## src/rtl/clint_multi_hart.sv

```systemverilog
// Core-local interruptor: prescaled 64-bit mtime, per-hart mtimecmp/msip, and
// single-outstanding AXI read/write slave channels driving registered mtip/msip_o.
module clint_multi_hart #(
  parameter int unsigned NHART    = 1,
  parameter int unsigned PRESCALE = 1,
  parameter int unsigned IDW      = 4
) (
  input  logic             clock,
  input  logic             reset,
  // read: AR/R channels
  input  logic [15:0]      i_araddr,
  input  logic [IDW-1:0]   i_arid,
  input  logic             i_arvalid,
  output logic             o_arready,
  output logic [31:0]      o_rdata,
  output logic [1:0]       o_rresp,
  output logic             o_rlast,
  output logic [IDW-1:0]   o_rid,
  output logic             o_rvalid,
  input  logic             i_rready,
  // write: AW/W/B channels
  input  logic [15:0]      i_awaddr,
  input  logic [IDW-1:0]   i_awid,
  input  logic             i_awvalid,
  output logic             o_awready,
  input  logic [31:0]      i_wdata,
  input  logic [3:0]       i_wstrb,
  input  logic             i_wvalid,
  output logic             o_wready,
  output logic [1:0]       o_bresp,
  output logic [IDW-1:0]   o_bid,
  output logic             o_bvalid,
  input  logic             i_bready,
  output logic [NHART-1:0] mtip,
  output logic [NHART-1:0] msip_o
);

  localparam int unsigned PW          = (PRESCALE > 1) ? $clog2(PRESCALE) : 1;
  localparam logic [1:0]  RESP_OKAY   = 2'b00;
  localparam logic [1:0]  RESP_DECERR = 2'b11;

  typedef enum logic [1:0] {T_NONE, T_MSIP, T_CMP, T_MTIME} tgt_e;
  typedef struct packed {
    tgt_e       tgt;
    logic [2:0] hart;
    logic       hi;
  } dec_t;

  typedef enum logic {R_IDLE, R_RESP} rstate_e;
  typedef enum logic {W_COLLECT, W_RESP} wstate_e;

  function automatic dec_t decode(input logic [15:0] a);
    dec_t d;
    d.tgt  = T_NONE;
    d.hart = '0;
    d.hi   = 1'b0;
    if (a[1:0] == 2'b00) begin
      if (a[15:5] == '0 && 32'(a[4:2]) < NHART) begin
        d.tgt  = T_MSIP;
        d.hart = a[4:2];
      end else if (a[15:6] == 10'h100 && 32'(a[5:3]) < NHART) begin
        d.tgt  = T_CMP;
        d.hart = a[5:3];
        d.hi   = a[2];
      end else if (a[15:3] == 13'h17FF) begin
        d.tgt = T_MTIME;
        d.hi  = a[2];
      end
    end
    return d;
  endfunction

  function automatic logic [31:0] merge(input logic [31:0] old, input logic [31:0] data,
                                        input logic [3:0] strb);
    logic [31:0] res;
    res = old;
    for (int unsigned b = 0; b < 4; b++) begin
      if (strb[b]) res[8*b +: 8] = data[8*b +: 8];
    end
    return res;
  endfunction

  // Timer state
  logic [PW-1:0]    r_presc;
  logic [63:0]      r_mtime;
  logic [63:0]      r_cmp [NHART];
  logic [NHART-1:0] r_msip;
  logic             w_wrap;

  // Read channel
  rstate_e          r_rstate, w_rstate_nxt;
  logic [IDW-1:0]   r_rid;
  logic [31:0]      r_rdata;
  logic [1:0]       r_rresp;
  dec_t             w_rdec;
  logic [31:0]      w_rd_val;
  logic [1:0]       w_rd_resp;
  logic             w_ar_hs;

  // Write channel
  wstate_e          r_wstate, w_wstate_nxt;
  logic             r_aw_held, r_w_held;
  logic [15:0]      r_awaddr;
  logic [IDW-1:0]   r_awid;
  logic [31:0]      r_wdata;
  logic [3:0]       r_wstrb;
  logic [IDW-1:0]   r_bid;
  logic [1:0]       r_bresp;
  logic [15:0]      w_waddr;
  logic [IDW-1:0]   w_wid;
  logic [31:0]      w_wdata;
  logic [3:0]       w_wstrb;
  dec_t             w_wdec;
  logic [31:0]      w_wold;
  logic [31:0]      w_wnew;
  logic             w_commit;

  assign w_wrap = (r_presc == PW'(PRESCALE - 1));

  // ---------------- read FSM ----------------
  always_ff @(posedge clock) begin
    if (reset) r_rstate <= R_IDLE;
    else       r_rstate <= w_rstate_nxt;
  end

  always_comb begin
    w_rstate_nxt = r_rstate;
    o_arready    = 1'b0;
    o_rvalid     = 1'b0;
    case (r_rstate)
      R_IDLE: begin
        o_arready = 1'b1;
        if (i_arvalid) w_rstate_nxt = R_RESP;
      end
      R_RESP: begin
        o_rvalid = 1'b1;
        if (i_rready) w_rstate_nxt = R_IDLE;
      end
      default: w_rstate_nxt = R_IDLE;
    endcase
  end

  assign w_ar_hs = o_arready & i_arvalid;
  assign o_rlast = o_rvalid;
  assign o_rid   = r_rid;
  assign o_rdata = r_rdata;
  assign o_rresp = r_rresp;

  // ---------------- write FSM ----------------
  // The commit can use the live AW/W beats, so a pair arriving together still commits in one edge.
  assign w_commit = (r_wstate == W_COLLECT) && (r_aw_held || i_awvalid) && (r_w_held || i_wvalid);

  always_ff @(posedge clock) begin
    if (reset) r_wstate <= W_COLLECT;
    else       r_wstate <= w_wstate_nxt;
  end

  always_comb begin
    w_wstate_nxt = r_wstate;
    o_awready    = 1'b0;
    o_wready     = 1'b0;
    o_bvalid     = 1'b0;
    case (r_wstate)
      W_COLLECT: begin
        o_awready = !r_aw_held;
        o_wready  = !r_w_held;
        if (w_commit) w_wstate_nxt = W_RESP;
      end
      W_RESP: begin
        o_bvalid = 1'b1;
        if (i_bready) w_wstate_nxt = W_COLLECT;
      end
      default: w_wstate_nxt = W_COLLECT;
    endcase
  end

  assign o_bid   = r_bid;
  assign o_bresp = r_bresp;

  assign w_waddr = r_aw_held ? r_awaddr : i_awaddr;
  assign w_wid   = r_aw_held ? r_awid   : i_awid;
  assign w_wdata = r_w_held  ? r_wdata  : i_wdata;
  assign w_wstrb = r_w_held  ? r_wstrb  : i_wstrb;
  assign w_rdec  = decode(i_araddr);
  assign w_wdec  = decode(w_waddr);
  assign w_wnew  = merge(w_wold, w_wdata, w_wstrb);

  // Register readback: read data for AR, and current word for the write merge
  always_comb begin
    w_rd_val  = '0;
    w_rd_resp = RESP_DECERR;
    w_wold    = '0;
    case (w_rdec.tgt)
      T_MTIME: begin
        w_rd_val  = w_rdec.hi ? r_mtime[63:32] : r_mtime[31:0];
        w_rd_resp = RESP_OKAY;
      end
      T_MSIP, T_CMP: begin
        for (int unsigned h = 0; h < NHART; h++) begin
          if (w_rdec.hart == 3'(h)) begin
            w_rd_resp = RESP_OKAY;
            if (w_rdec.tgt == T_MSIP) w_rd_val = {31'd0, r_msip[h]};
            else w_rd_val = w_rdec.hi ? r_cmp[h][63:32] : r_cmp[h][31:0];
          end
        end
      end
      default: ;
    endcase
    case (w_wdec.tgt)
      T_MTIME: w_wold = w_wdec.hi ? r_mtime[63:32] : r_mtime[31:0];
      T_CMP: begin
        for (int unsigned h = 0; h < NHART; h++) begin
          if (w_wdec.hart == 3'(h)) w_wold = w_wdec.hi ? r_cmp[h][63:32] : r_cmp[h][31:0];
        end
      end
      default: ;
    endcase
  end

  // ---------------- channel holding registers ----------------
  always_ff @(posedge clock) begin
    if (reset) begin
      r_rid     <= '0;
      r_rdata   <= '0;
      r_rresp   <= RESP_OKAY;
      r_aw_held <= 1'b0;
      r_w_held  <= 1'b0;
      r_awaddr  <= '0;
      r_awid    <= '0;
      r_wdata   <= '0;
      r_wstrb   <= '0;
      r_bid     <= '0;
      r_bresp   <= RESP_OKAY;
    end else begin
      if (w_ar_hs) begin
        r_rid   <= i_arid;
        r_rdata <= w_rd_val;
        r_rresp <= w_rd_resp;
      end
      if (w_commit) begin
        r_aw_held <= 1'b0;
        r_w_held  <= 1'b0;
        r_bid     <= w_wid;
        r_bresp   <= (w_wdec.tgt == T_NONE) ? RESP_DECERR : RESP_OKAY;
      end else begin
        if (o_awready && i_awvalid) begin
          r_aw_held <= 1'b1;
          r_awaddr  <= i_awaddr;
          r_awid    <= i_awid;
        end
        if (o_wready && i_wvalid) begin
          r_w_held <= 1'b1;
          r_wdata  <= i_wdata;
          r_wstrb  <= i_wstrb;
        end
      end
    end
  end

  // ---------------- timer and interrupt state ----------------
  always_ff @(posedge clock) begin
    if (reset) begin
      r_presc <= '0;
      r_mtime <= '0;
      r_msip  <= '0;
      mtip    <= '0;
      msip_o  <= '0;
      for (int unsigned h = 0; h < NHART; h++) r_cmp[h] <= '1;
    end else begin
      r_presc <= w_wrap ? '0 : r_presc + PW'(1);
      // A software write to mtime takes priority over that cycle's tick
      if (w_commit && w_wdec.tgt == T_MTIME) begin
        if (w_wdec.hi) r_mtime[63:32] <= w_wnew;
        else           r_mtime[31:0]  <= w_wnew;
      end else if (w_wrap) begin
        r_mtime <= r_mtime + 64'd1;
      end
      msip_o <= r_msip;
      for (int unsigned h = 0; h < NHART; h++) begin
        mtip[h] <= (r_mtime >= r_cmp[h]);
        if (w_commit && w_wdec.hart == 3'(h)) begin
          if (w_wdec.tgt == T_CMP) begin
            if (w_wdec.hi) r_cmp[h][63:32] <= w_wnew;
            else           r_cmp[h][31:0]  <= w_wnew;
          end
          if (w_wdec.tgt == T_MSIP && w_wstrb[0]) r_msip[h] <= w_wdata[0];
        end
      end
    end
  end

endmodule

```

## config.mk

```make
export PLATFORM = sky130hd
export DESIGN_NAME = clint_multi_hart
export DESIGN_NICKNAME = d
export VERILOG_FILES = /design/src/rtl/clint_multi_hart.sv
export SDC_FILE = /design/constraint.sdc
export NUM_CORES = 1
export LEC_CHECK = 0
export CORE_UTILIZATION = 43
export DETAILED_ROUTE_END_ITERATION = 10
export DONT_BUFFER_PORTS = 1
export GPL_TIMING_DRIVEN = 0
export HOLD_SLACK_MARGIN = 0.03
export PLACE_DENSITY = 0.64
export SLEW_MARGIN = 20
export SYNTH_ARGS = -nofsm -noshare
export SYNTH_HDL_FRONTEND = slang
export SYNTH_SLANG_ARGS = --single-unit
```

## constraint.sdc

```tcl
create_clock -name clock -period 3.2 [get_ports clock]
set_clock_uncertainty 0.15 [all_clocks]
set_input_delay 0.16 -clock clock [delete_from_list [all_inputs] [get_ports clock]]
set_output_delay 0.16 -clock clock [all_outputs]
set_load 0.005 [all_outputs]
```

==> flow_summary.json, run 1 <==
{
  "status": "finished, final reports clean",
  "route.detailed.drc": 0,
  "worstPathMaxFanout": 10,
  "cp_top_family": "buffers and inverters",
  "h-tree-depth": 1,
  "irDropWorstVdd_uv": 367.8,
  "drt_pass1_iterations": 6,
  "clock-root-buffer": "clkbuf_16",
  "placedCellCount": 2217,
  "synth-simple-area-share_pct": 19.07,
  "wl_per_cell_um": 27.93,
  "synth_area_per_cell_um2": 8.290,
  "rows": 67,
  "mostFrequentLayoutCells": "nand2_1, dfxtp_1, a21oi_1, o21ai_0, nor2_1",
  "drive_above_1_share_pct": 10.27,
  "grt_max_degree": 17,
  "setup-tns-final_ns": 0,
  "p_per_area_nw_per_um2": 415.4,
  "synth-adder-area-share_pct": 5.805,
  "final_cells": 2387,
  "slew_headroom_pct": 25.24,
  "routed-via-count": 15632,
  "routed_via_density": 6.549,
  "syn_nets": 1919,
  "n_fill_cell": 3203,
  "die_w_um": 186.6,
  "worstPathRequired_ns": 3.46,
  "cp_slowest_cell": "clkbuf_1",
  "seq_area_frac_synth_pct": 36.33,
  "layout_commonest_cell": "nand2_1",
  "net-switching-power_uw": 2088,
  "cts_buffer_depth": 3,
  "core_area_um2": 33530,
  "async_reset_ff_share_pct": 0,
  "fmax_mhz": 316.0,
  "setup_slack_ns": 0.03495,
  "p_int_uw": 5236,
  "setup_viol": 0,
  "dp_slack_ns": -1.194,
  "clkPwrFrac_pct": 43.0,
  "nets": 2068,
  "worst_path_largest_cell_delay_ns": 0.62,
  "crit_top_cell": "buf_2",
  "hp-class": "input pin to flop",
  "yosysWarnings": 0,
  "synth_cells": 1768,
  "port_buffers": 0,
  "gp_congestion": 1.026,
  "synth-seq-cells": 234,
  "grt_pass1_vias": 14810,
  "start_util_pct": 43.71,
  "switching_share_pct": 28.51,
  "synthDistinctLibCells": 76,
  "synth-edff-count": 64,
  "final_util_pct": 52.58,
  "syn2layout_area_growth_pct": 20.29,
  "path_class": "flop to flop",
  "path_cells": "clkbuf_4 > nand4b_1 > o22a_1 > buf_2 > a211o_1 > buf_2 > clkbuf_1 > o21ai_0 > a21oi_1 > nor3_1",
  "synth_flop_cell": "dfxtp_1",
  "cts-buffers-inserted": 28,
  "ioPinCount": 135,
  "end_kind": "flop",
  "grt_antenna_before_repair": 1,
  "fin_crit_sh_pct": 98.91,
  "die_h_um": 186.6,
  "synth_xor_area_share_pct": 0.3585,
  "tritoncts": "yes",
  "rsz0062_at_grt": "false",
  "finalPower_uw": 7324,
  "worst-path-buf-inv": 4,
  "drt_iter0_markers": 1632,
  "synth_top_family_by_area": "compound AO/OA/AOI/OAI gates",
  "tightest_slew_ns": 1.121,
  "cp.arrival_ns": 3.43,
  "cts.sinks": 234,
  "clk_latency_ns": 0.58,
  "grt_pass1_wl_mm": 97.23,
  "ant_nets": 0,
  "overflow": 0,
  "path_clk_slew_ns": 0.07,
  "startpoint_type": "flop",
  "dieArea_um2": 34830,
  "min_period_ns": 3.165,
  "power_frac_seq_pct": 42.9,
  "track_usage_pct": 37.35,
  "synth_mux_area_share_pct": 9.595,
  "synth-compound-area-share_pct": 23.17,
  "power_frac_comb_pct": 14.1,
  "finalHoldViolations": 0,
  "dpl.hpwl_mm": 46.96,
  "power_leakage_uw": 0.007130,
  "drt_wl_total_mm": 66.68,
  "slew_viol_final": 0,
  "syn-cell-area_um2": 14660,
  "cap_violations": 0
}
synth_stat cells (all sizes together), types with 6 or more instances:
cell type / instances / area [um2]
nand2: 235 / 882.1
dfxtp: 170 / 3403
a21oi: 158 / 790.8
o21ai: 133 / 665.6
nor2: 124 / 465.5
mux2i: 109 / 1091
clkbuf: 94 / 352.8
inv: 79 / 296.5
ha: 68 / 850.8
edfxtp: 64 / 1922
o221ai: 53 / 464.2
nor3: 42 / 210.2
nand3: 38 / 190.2
a211oi: 37 / 282.8
buf: 35 / 177.7
nand4: 31 / 193.9
mux2: 28 / 315.3
nor4: 20 / 125.1
nand2b: 17 / 106.4
a21o: 16 / 127.6
and3: 16 / 100.1
a31oi: 11 / 68.82
and4: 11 / 96.34
nor2b: 11 / 68.82
o211ai: 10 / 75.07
a211o: 9 / 78.83
o31ai: 9 / 67.56
or3: 9 / 56.30
and2: 8 / 50.05
a2111oi: 6 / 96.34
a31o: 6 / 52.55
o21a: 6 / 45.04
o22ai: 6 / 37.54
area by class of cell:
cell class,count,area (um2),area share [%]
Antenna cell,1,2.502,0.01419
Buffer,127,645.6,3.662
Clock buffer,46,850.8,4.826
Clock inverter,5,30.03,0.1703
Inverter,79,296.5,1.682
Multi-Input combinational cell,1328,8742,49.58
Sequential cell,234,5326,30.21
Tap cell,448,560.5,3.179
Timing Repair Buffer,119,1176,6.671
worst reg2reg max path: stages, from the launching register on:
cell	delay, ns
dfxtp_2	0.37
clkbuf_4	0.22
nand4b_1	0.14
o22a_1	0.22
buf_2	0.36
a211o_1	0.16
buf_2	0.30
clkbuf_1	0.63
o21ai_0	0.19
a21oi_1	0.21
nor3_1	0.07
state kept, by name, summed over array words and instances (netlist names):
name and cells:
r_rstate 1, o_rid 4, o_rresp 1, o_rdata 32, r_cmp 64, r_presc 1, r_wdata 32, r_awid 4
r_wstate 1, r_awaddr 16, r_wstrb 4, mtip 1, r_aw_held 1, msip_o 1, o_bresp 1, o_bid 4
r_mtime 64, r_w_held 1, r_msip 1
routing by layer:
| metal | share of wire [%] | routed length [um] | GRT usage (%) | up-vias |
|---|---|---|---|---|
| li1 | - | - | - | 6848 |
| met1 | 40 | 26400 | 48.56 | 7525 |
| met2 | 43 | 28570 | 56.34 | 1040 |
| met3 | 12 | 7710 | 9.366 | 219 |
| met4 | 6.0 | 3991 | 21.19 | 0 |
| met5 | 0 | 0 | 0 | - |
stage by stage:
step | hold slack [ns] | area (um2)
3_5_place_dp | 0.1180 | 15230
6_report | 0.005575 | 17630
4_1_cts | 0.03153 | 17440
3_3_place_gp | 0.1134 | 15220
2_1_floorplan | 0.1101 | 14660
5_1_grt | 0.03472 | 17630
final timing paths:
check                                   to                startpoint  depth (start not counted)  slack (ns)
setup reg to reg  r_mtime[57]$_SDFFE_PP0P_    r_aw_held$_SDFFE_PP0P_                         10        0.03
hold reg to reg   r_wdata[11]$_SDFFE_PP0P_  r_wdata[11]$_SDFFE_PP0P_                          2        0.30
hold / removal    r_mtime[50]$_SDFFE_PP0P_               i_wdata[18]                          3       0.006
setup / recovery  r_mtime[57]$_SDFFE_PP0P_    r_aw_held$_SDFFE_PP0P_                         10        0.03
cells by family after synthesis:
kind of cell    after synthesis
compound gates              521
xor+xnor                      6
fa+ha+maj                    68
buf+inv                     208
flops                       234
mux                         137
other cells                   1
simple gates                593
timing repair:
item	in CTS	in global routing
endpoints found under the setup margin	195	173
pin swaps	3	4
resized for setup	78	63
buffers inserted	11	9
gates cloned	2	0
hold buffers	97	1
endpoints found under the hold margin	88	2
power groups by stage:
stage	Clock [uW]	Sequential (uW)	Combinational (uW)
2_1_floorplan	0	3190	505
3_3_place_gp	0	3200	828
3_5_place_dp	0	3200	835
4_1_cts	3130	3140	972
5_1_grt	3240	3150	1080
6_report	3150	3140	1030
No activity file was read; power rests on OpenSTA's default activity.
==> run 2, diff against run 1 <==
Settings changed: ABC_AREA from default to 1, CORE_MARGIN from default to 2.
==> flow_summary.json, run 2 <==
{
  "crit_start": "r_mtime[23]$_SDFFE_PP0P_",
  "rsz0062_at_grt": "false",
  "fmax_mhz": 313.9,
  "cts.sinks": 234,
  "synth-seq-cells": 234,
  "grt_pass1_wl_mm": 113.2,
  "hp-class": "input pin to flop",
  "drt_pass1_iterations": 8,
  "gp_congestion": 1.054,
  "end_kind": "flop",
  "grt_max_degree": 18,
  "ioPinCount": 135,
  "fin_crit_sh_pct": 99.57,
  "path_class": "flop to flop",
  "async_reset_ff_share_pct": 0,
  "cap_violations": 0,
  "synth_area_per_cell_um2": 6.275,
  "cp.arrival_ns": 3.57,
  "irDropWorstVdd_uv": 447.1,
  "min_period_ns": 3.186,
  "synth-edff-count": 64,
  "grt_antenna_before_repair": 2,
  "rrSetupSlack_ns": 0.01,
  "syn2layout_area_growth_pct": 17.52,
  "slew_headroom_pct": 27.40,
  "track_usage_pct": 38.59,
  "route.detailed.drc": 0,
  "mostFrequentLayoutCells": "nand2_1, inv_1, a21oi_1, o21ai_0, nor2_1",
  "r2r_cells": 9,
  "placedCellCount": 3149,
  "drt_iter0_markers": 2162,
  "rows": 71,
  "syn-cell-area_um2": 16530,
  "seq_area_frac_synth_pct": 32.22,
  "synth_area_leaders": "dfxtp_1, nand2_1, edfxtp_1, a21oi_1, inv_1",
  "wl_per_cell_um": 23.55,
  "drt_wl_total_mm": 77.47,
  "overflow": 0,
  "synthDominantCellAreaShare_pct": 20.59,
  "finalHoldViolations": 0,
  "tritoncts": "yes",
  "clk_latency_ns": 0.61,
  "h-tree-depth": 1,
  "r2r-end": "r_mtime[59]$_SDFFE_PP0P_",
  "yosys.cell_count.top_type": "nand2_1",
  "grt_pass1_vias": 18097,
  "synthDistinctLibCells": 41,
  "synth_flop_cell": "dfxtp_1",
  "die_h_um": 200.1,
  "synthTopCellsByCount": "nand2_1, inv_1, a21oi_1, o21ai_0, nor2_1",
  "tightest_slew_ns": 1.079,
  "drive_above_1_share_pct": 6.335,
  "reg.largest.list": "r_cmp x64, r_mtime x64",
  "synth_largest_area_cell": "dfxtp_1",
  "worstPathMaxFanout": 8,
  "routed-via-count": 19184,
  "start_util_pct": 43.78,
  "path_clk_slew_ns": 0.06,
  "worstPathRequired_ns": 3.58,
  "r2r-start": "r_mtime[23]$_SDFFE_PP0P_",
  "cts_buffer_depth": 3,
  "status": "finished, final reports clean",
  "startpoint_type": "flop",
  "yosysWarnings": 0,
  "layout_commonest_cell": "nand2_1",
  "core_area_um2": 37760,
  "slew_viol_final": 0,
  "clock-root-buffer": "clkbuf_16",
  "insertedDiodeCount": 0,
  "cts-buffers-inserted": 29,
  "crit_path_end": "r_mtime[59]$_SDFFE_PP0P_",
  "ant_nets": 0,
  "nets": 2906,
  "die_w_um": 200.1,
  "finalPower_uw": 8350,
  "power_leakage_uw": 0.008499,
  "port_buffers": 0,
  "dpl.hpwl_mm": 60.75,
  "syn_nets": 2785,
  "dieArea_um2": 40020,
  "setup_viol": 0,
  "synth_cells": 2634,
  "routed_via_density": 5.833,
  "p_per_area_nw_per_um2": 429.9,
  "final_cells": 3289,
  "final_util_pct": 51.45
}
## run 2: cell count changes after synthesis, moves of 75 or more
| cell | change |
|---|---|
| nand2_1 | +560 |
| mux2i_1 | -109 |
| nand4_1 | +115 |
| nor2_1 | +83 |
| a21oi_1 | +102 |
| o21ai_0 | +75 |
| inv_1 | +254 |
## run 2: worst min path at each step
| stage | startpoint | to | slack (ns) | cells after the start |
|---|---|---|---|---|
| after CTS | i_bready | r_wstate$_SDFF_PP0_ | 0.03 | 2 |
| after floorplan | i_bready | r_wstate$_SDFF_PP0_ | 0.12 | 1 |
| final | i_awaddr[15] | o_bresp[0]$_SDFFE_PP0P_ | 0.03 | 7 |
| after global routing | i_wdata[4] | r_cmp[0][36]$_DFFE_PP_ | 0.08 | 6 |
| after global placement | i_bready | r_wstate$_SDFF_PP0_ | 0.12 | 1 |
| after detailed placement | i_bready | r_wstate$_SDFF_PP0_ | 0.13 | 1 |
## run 2: area by class of cell
class | count | area, um2
flip-flops and latches | 234 | 5325
inverters | 339 | 1275
well taps | 511 | 639.4
fillers | 3956 | 18330
plain buffers | 139 | 681.9
clock inverters | 11 | 175.2
multi-input cells | 1921 | 9508
repair buffers | 91 | 918.4
clock buffers | 43 | 900.9
## run 2: critical path, stage by stage (launching register included)
cell     delay (ns)
dfxtp_1        0.39
inv_1          0.23
nor3_1         0.65
nand2_1        0.16
nor2_1         0.51
nand4_1        0.45
xor2_1         0.28
nor2_1         0.10
nor2_1         0.05
a21oi_1        0.15
## run 2: through the flow
step / hold slack (ns) / setup TNS (ns) / setup slack [ns] / instance area (um2)
4_1_cts: 0.03178 / 0 / 0.002399 / 19190
2_1_floorplan: 0.1210 / 0 / 0.03277 / 16550
5_1_grt: 0.07501 / 0 / 0.01421 / 19420
3_5_place_dp: 0.1347 / -32.83 / -0.5859 / 17250
3_3_place_gp: 0.1228 / -70.40 / -1.181 / 17190
6_report: 0.02672 / 0 / 0.01383 / 19420
## run 2: cell families (layout without fill, tap and decap cells)
kind of cell | Yosys count | count (layout) | share of synthesized area [%]
xor+xnor | 22 | 22 | 1.166
buf+inv | 479 | 623 | 11.28
compound gates | 523 | 523 | 16.65
fa+ha+maj | 68 | 68 | 5.148
flops | 234 | 234 | 32.22
simple gates | 1307 | 1307 | 33.51
other cells | 1 | 1 | 0.02269
## run 2: per-layer routing
metal / share of wire (%) / wire [um] / track usage (%) / vias up
met2: 43 / 33600 / 60.12 / 1133
met3: 12 / 9187 / 10.28 / 181
met5: 0.014 / 11 / 0 / -
li1: - / - / - / 8919
met1: 40 / 31120 / 50.58 / 8949
met4: 4.6 / 3554 / 16.10 / 2
## run 2: timing repair
item,CTS,global route
buffers inserted,5,9
endpoints found under the hold margin,186,0
endpoints found under the setup margin,142,172
hold buffers,73,0
resized for setup,25,85
pin swaps,2,4
## run 2: power breakdown
part           switching, uW  leakage, uW  internal [uW]  total [uW]
clock                   1470     0.000535           2270        3740
combinational            928      0.00614            375        1300
sequential               138      0.00183           3170        3310
